### src/rtl/elevator_controller.sv
// Single-car SCAN dispatcher: serves latched cabin/hall requests, drives car
// motion and door, and strobes per-floor clears back to the button latch stage.
//
// state     | meaning
// IDLE      | car parked, choosing next action from pending requests
// MOVE_UP   | travelling up one floor per TRAVEL_CYCLES
// MOVE_DOWN | travelling down one floor per TRAVEL_CYCLES
// DOOR      | door open for DOOR_CYCLES, clearing served requests

module elevator_controller #(
  parameter int FLOORS        = 8,
  parameter int TRAVEL_CYCLES = 16,
  parameter int DOOR_CYCLES   = 32
) (
  input  logic                       clk,
  input  logic                       reset,
  input  logic [FLOORS-1:0]          active_in_levels,
  input  logic [FLOORS-1:0]          active_out_up_levels,
  input  logic [FLOORS-1:0]          active_out_down_levels,
  output logic [FLOORS-1:0]          inactivate_in_levels,
  output logic [FLOORS-1:0]          inactivate_out_up_levels,
  output logic [FLOORS-1:0]          inactivate_out_down_levels,
  output logic [$clog2(FLOORS)-1:0]  current_floor,
  output logic                       motor_up,
  output logic                       motor_down,
  output logic                       door_open,
  output logic                       dir_up
);

  localparam int FLOOR_W  = $clog2(FLOORS);
  localparam int TRAVEL_W = (TRAVEL_CYCLES > 1) ? $clog2(TRAVEL_CYCLES) : 1;
  localparam int DOOR_W   = (DOOR_CYCLES > 1) ? $clog2(DOOR_CYCLES) : 1;
  localparam logic [TRAVEL_W-1:0] TRAVEL_LAST = TRAVEL_W'(TRAVEL_CYCLES - 1);
  localparam logic [DOOR_W-1:0]   DOOR_LAST   = DOOR_W'(DOOR_CYCLES - 1);

  typedef enum logic [1:0] {IDLE, MOVE_UP, MOVE_DOWN, DOOR} state_t;

  state_t              state;
  logic [TRAVEL_W-1:0] travel_cnt;
  logic [DOOR_W-1:0]   door_cnt;

  function automatic logic [FLOORS-1:0] above_mask(input logic [FLOOR_W-1:0] f);
    above_mask = '0;
    for (int i = 0; i < FLOORS; i++) above_mask[i] = (i > int'(f));
  endfunction

  function automatic logic [FLOORS-1:0] below_mask(input logic [FLOOR_W-1:0] f);
    below_mask = '0;
    for (int i = 0; i < FLOORS; i++) below_mask[i] = (i < int'(f));
  endfunction

  function automatic logic [FLOORS-1:0] onehot(input logic [FLOOR_W-1:0] f);
    onehot = '0;
    for (int i = 0; i < FLOORS; i++) onehot[i] = (i == int'(f));
  endfunction

  logic [FLOORS-1:0]  req;
  logic               above, below, here;
  logic               idle_dir;
  logic [FLOOR_W-1:0] floor_next_up, floor_next_down;
  logic               up_stop, up_ahead, up_flip;
  logic               down_stop, down_ahead, down_flip;

  always_comb begin
    req   = active_in_levels | active_out_up_levels | active_out_down_levels;
    above = |(req & above_mask(current_floor));
    below = |(req & below_mask(current_floor));
    here  = req[current_floor];

    // Keep direction if this floor's call agrees with it, else take the pending hall direction.
    if (active_in_levels[current_floor] ||
        (dir_up ? active_out_up_levels[current_floor] : active_out_down_levels[current_floor]))
      idle_dir = dir_up;
    else
      idle_dir = active_out_up_levels[current_floor];

    floor_next_up   = current_floor + FLOOR_W'(1);
    floor_next_down = current_floor - FLOOR_W'(1);

    up_ahead  = |(req & above_mask(floor_next_up));
    up_flip   = !active_in_levels[floor_next_up] && !active_out_up_levels[floor_next_up];
    up_stop   = active_in_levels[floor_next_up] || active_out_up_levels[floor_next_up] ||
                (active_out_down_levels[floor_next_up] && !up_ahead);

    down_ahead = |(req & below_mask(floor_next_down));
    down_flip  = !active_in_levels[floor_next_down] && !active_out_down_levels[floor_next_down];
    down_stop  = active_in_levels[floor_next_down] || active_out_down_levels[floor_next_down] ||
                 (active_out_up_levels[floor_next_down] && !down_ahead);
  end

  always_ff @(posedge clk) begin
    if (!reset) begin
      state                      <= IDLE;
      current_floor              <= '0;
      dir_up                     <= 1'b1;
      motor_up                   <= 1'b0;
      motor_down                 <= 1'b0;
      door_open                  <= 1'b0;
      inactivate_in_levels       <= '0;
      inactivate_out_up_levels   <= '0;
      inactivate_out_down_levels <= '0;
      travel_cnt                 <= '0;
      door_cnt                   <= '0;
    end else begin
      case (state)
        IDLE: begin
          if (here) begin
            state                      <= DOOR;
            door_open                  <= 1'b1;
            door_cnt                   <= '0;
            dir_up                     <= idle_dir;
            inactivate_in_levels       <= onehot(current_floor);
            inactivate_out_up_levels   <= idle_dir ? onehot(current_floor) : '0;
            inactivate_out_down_levels <= idle_dir ? '0 : onehot(current_floor);
          end else if (above && (dir_up || !below)) begin
            state      <= MOVE_UP;
            dir_up     <= 1'b1;
            motor_up   <= 1'b1;
            travel_cnt <= '0;
          end else if (below) begin
            state      <= MOVE_DOWN;
            dir_up     <= 1'b0;
            motor_down <= 1'b1;
            travel_cnt <= '0;
          end
        end

        MOVE_UP: begin
          if (travel_cnt == TRAVEL_LAST) begin
            travel_cnt    <= '0;
            current_floor <= floor_next_up;
            if (up_stop) begin
              state                      <= DOOR;
              motor_up                   <= 1'b0;
              door_open                  <= 1'b1;
              door_cnt                   <= '0;
              dir_up                     <= !up_flip;
              inactivate_in_levels       <= onehot(floor_next_up);
              inactivate_out_up_levels   <= up_flip ? '0 : onehot(floor_next_up);
              inactivate_out_down_levels <= up_flip ? onehot(floor_next_up) : '0;
            end else if (!up_ahead) begin
              state    <= IDLE;
              motor_up <= 1'b0;
            end
          end else begin
            travel_cnt <= travel_cnt + TRAVEL_W'(1);
          end
        end

        MOVE_DOWN: begin
          if (travel_cnt == TRAVEL_LAST) begin
            travel_cnt    <= '0;
            current_floor <= floor_next_down;
            if (down_stop) begin
              state                      <= DOOR;
              motor_down                 <= 1'b0;
              door_open                  <= 1'b1;
              door_cnt                   <= '0;
              dir_up                     <= down_flip;
              inactivate_in_levels       <= onehot(floor_next_down);
              inactivate_out_up_levels   <= down_flip ? onehot(floor_next_down) : '0;
              inactivate_out_down_levels <= down_flip ? '0 : onehot(floor_next_down);
            end else if (!down_ahead) begin
              state      <= IDLE;
              motor_down <= 1'b0;
            end
          end else begin
            travel_cnt <= travel_cnt + TRAVEL_W'(1);
          end
        end

        DOOR: begin
          if (door_cnt == DOOR_LAST) begin
            state                      <= IDLE;
            door_open                  <= 1'b0;
            door_cnt                   <= '0;
            inactivate_in_levels       <= '0;
            inactivate_out_up_levels   <= '0;
            inactivate_out_down_levels <= '0;
          end else begin
            door_cnt <= door_cnt + DOOR_W'(1);
          end
        end

        default: state <= IDLE;
      endcase
    end
  end

endmodule

### config.mk
export PLATFORM = sky130hd
export DESIGN_NAME = elevator_controller
export DESIGN_NICKNAME = d
export VERILOG_FILES = /design/src/rtl/elevator_controller.sv
export SDC_FILE = /design/constraint.sdc
export NUM_CORES = 1
export LEC_CHECK = 0
export CORE_UTILIZATION = 45
export DETAILED_ROUTE_END_ITERATION = 12
export GPL_ROUTABILITY_DRIVEN = 1
export HOLD_SLACK_MARGIN = 0.02
export PLACE_DENSITY = 0.69
export SLEW_MARGIN = 20
export SYNTH_ARGS = -nofsm -noshare
export SYNTH_HDL_FRONTEND = slang
export SYNTH_SLANG_ARGS = --single-unit
### constraint.sdc
create_clock -name clk -period 3.5 [get_ports clk]
set_input_delay 0.525 -clock clk [delete_from_list [all_inputs] [get_ports clk]]
set_output_delay 0.525 -clock clk [all_outputs]
set_load 0.05 [all_outputs]
==> results_dict.tcl, run 1 <==
set metrics [dict create \
    outcome "completed" \
    diodes 0 \
    synth_area_um2 3711 \
    drt-initial-drc-count 261 \
    hold_start "inactivate_in_levels[2]" \
    drc 0 \
    grt_pass1_wl_um 18410 \
    htree_levels 2 \
    fin_crit_ps 3132 \
    worstRegToRegCells 9 \
    hold_buffers 0 \
    crit_chain "inv_1, ha_1, xor2_2, mux4_2, mux2_2, buf_4, a311oi_2, a21oi_1, a311oi_1" \
    grt_pass1_vias 3684 \
    clock_skew_ps 15.30 \
    p_per_area_nw_per_um2 443.1 \
    critPathArrivalTime_ps 3330 \
    start_kind "register" \
    worstSetupEndpointType "register" \
    placementRows 32 \
    leakagePower_nw 1.616 \
    start_util 0.4729 \
    setup_violations 0 \
    final_net_count 565 \
    hold_path_end "inactivate_in_levels[2]" \
    post_cts_resized 0 \
    fin_tns_setup_ps 0 \
    min_delay_path_depth 2 \
    synthFlopType "dfxtp_1" \
    synth_top_area_share 0.2266 \
    io_buffers 56 \
    yosysSeqAreaShare 0.2266 \
    first_pass_iters 7 \
    grt_max_degree 56 \
    slew-limit-headroom 0.5071 \
    gp_congestion 0.9486 \
    syn-num-nets 522 \
    max_stage_delay_ps 560 \
    worstPathMaxFanout 14 \
    r2r_slack_ps 370 \
    vias 3944 \
    cts_tree "yes" \
    timing.rr.start "current_floor[1]" \
    cts-root-buf "clkbuf_8" \
    ioPinCount 57 \
    syn_avg_cell_area_um2 7.748 \
    synthMostInstantiatedCell "nand2_1" \
    synth_common_cells "nand2_1, dfxtp_1, a21oi_1, mux2i_1, nor2_1" \
    yosysWarnings 0 \
    crit_type "register to register" \
    grt_usage 0.2665 \
    critPathRequiredTime_ps 3700 \
    die_x_um 92.81 \
    via_per_inst 6.310 \
    ys_async_sr_fraction 0 \
    cp_slowest_cell "mux4_2" \
    synth_cells 479 \
    cap_violations 0 \
    ctsLongestPathBuffers 2 \
    die_h_um 92.81 \
    yosys-top-cells-area "dfxtp_1, nand2_1, mux4_2, mux2i_1, ha_1" \
    yosys.area.top_type "dfxtp_1" \
    r2r-end "state[1]" \
    core_area_um2 7848 \
    antenna_found_initial 0 \
    synth-edff-count 0 \
    ir_drop_mv 0.3297 \
    hold_violations 0 \
    synthToLayoutAreaGrowth_pct 20.16 \
    drive_gt1_frac 0.1071 \
    hpwl_um 8270 \
    power_mw 1.976 \
    min-delay-path-class "register to register" \
    clk_pin_slew_ps 90 \
    rsz0062_at_grt "no" \
    worst_slew_pin_slew_ps 736.6 \
    numCtsBuffers 5 \
    cts_sinks 42 \
    finalMaxSlewViolations 0 \
    post_cts_buffers 0 \
    ys_seq_elements 42 \
    fp.dieArea_um2 8614 \
    fin_crit_sh 0.8949 \
    grt-ovfl-total 0 \
    wl_um 11150 \
    clock_latency_ps 310 \
    wl_per_cell_um 17.84 \
    fmax_ghz 0.3193 \
    ant_nets 0 \
    ys_types 63 \
]
metrics by stage:
step	setup slack, ps	util	cell area [um2]	hold WS [ps]	std cells
after floorplan	112.4	-	3711	436.2	479
after global placement	196.7	0.5572	4373	440.8	617
after detailed placement	265.3	0.5572	4373	445.8	617
after CTS	393.8	0.5682	4459	464.3	625
after global routing	166.7	0.5682	4459	472.1	625
final	368.0	0.5682	4459	461.0	625
kinds of logic after synthesis:
kind of cell | Yosys count | synth area share
fa+ha+maj | 17 | 0.05732
xor+xnor | 3 | 0.009105
buf+inv | 54 | 0.06271
simple gates | 182 | 0.2296
flops | 42 | 0.2266
mux | 42 | 0.1581
compound gates | 139 | 0.2566
final cells by class:
class / count / area, um2
clock buffer: 6 / 72.57
clock inverter: 2 / 13.76
fill: 794 / 3388
inverter: 15 / 56.30
multi-input combinational: 383 / 2638
sequential: 42 / 840.8
tap: 102 / 127.6
timing repair buffer: 75 / 710.7
critical path, delay by kind of cell, from the launching register on:
family / cells / cell delay, ps
muxes: 2 / 920
buffers and inverters: 2 / 490
AOI/OAI and AO/OA: 3 / 690
adders and majority gates: 1 / 300
DFF: 1 / 320
xor gates and xnor gates: 1 / 300
per-layer routing:
metal,track usage,up-vias,part of all wire
li1,-,1858,-
met2,0.4203,200,0.46
met3,0.05337,17,0.085
met1,0.3665,1869,0.44
met5,0,-,0
met4,0.07564,0,0.016
registers in the layout (all words and copies together), names as in the netlist:
| signal | cells |
|---|---|
| door_open | 1 |
| dir_up | 1 |
| door_cnt | 5 |
| current_floor | 3 |
| motor_down | 1 |
| travel_cnt | 4 |
| inactivate_in_levels | 8 |
| state | 2 |
| inactivate_out_up_levels | 8 |
| motor_up | 1 |
| inactivate_out_down_levels | 8 |
cell usage in the layout (no fill, tap or decap), types with 3 or more instances in the layout:
cell type and n:
nand2_1 88, clkdlybuf4s50_1 55, dfxtp_1 42, mux2i_1 26, a21oi_1 26, nor2_1 25
o21ai_0 22, o22ai_1 18, buf_4 18, ha_1 17, nand3_1 16, inv_1 14
and3_1 13, mux4_2 13, nor3_1 12, a32oi_1 9, o22a_1 7, a31oi_1 5
and2_1 5, o21a_1 5, clkbuf_8 5, o21ai_1 4, o32ai_1 4, o211ai_1 4
nor2b_1 4, o31ai_1 4, nor3_2 3, a221oi_1 3, mux2_2 3, a21boi_0 3
a311oi_1 3, a21o_1 3
how the worst max path moves through the flow:
| stage | slack [ps] | from | endpoint |
|---|---|---|---|
| CTS | 390 | current_floor[1] | state[1] |
| detailed placement | 270 | active_out_up_levels[5] | door_cnt[3] |
| global placement | 200 | active_out_up_levels[5] | door_cnt[3] |
| global route | 170 | current_floor[1] | state[1] |
| finish | 370 | current_floor[1] | state[1] |
| floorplan | 110 | current_floor[0] | door_cnt[3] |
power by group:
group / internal [mW] / total (mW) / switching, mW
registers: 0.529 / 0.572 / 0.0429
logic: 0.420 / 1.07 / 0.654
clock network: 0.141 / 0.330 / 0.188
Note: power is estimated with default switching activity, not from simulation.
==> inputs of run 2 (changes only) <==
--- a/config.mk
+++ b/config.mk
@@ -5,6 +5,7 @@
 export SDC_FILE = /design/constraint.sdc
 export NUM_CORES = 1
 export LEC_CHECK = 0
+export ABC_AREA = 0
 export CORE_UTILIZATION = 45
 export DETAILED_ROUTE_END_ITERATION = 12
 export GPL_ROUTABILITY_DRIVEN = 1
==> results of run 2 <==
Same layout as run 1: the final DEF is identical, and so are final timing and power.
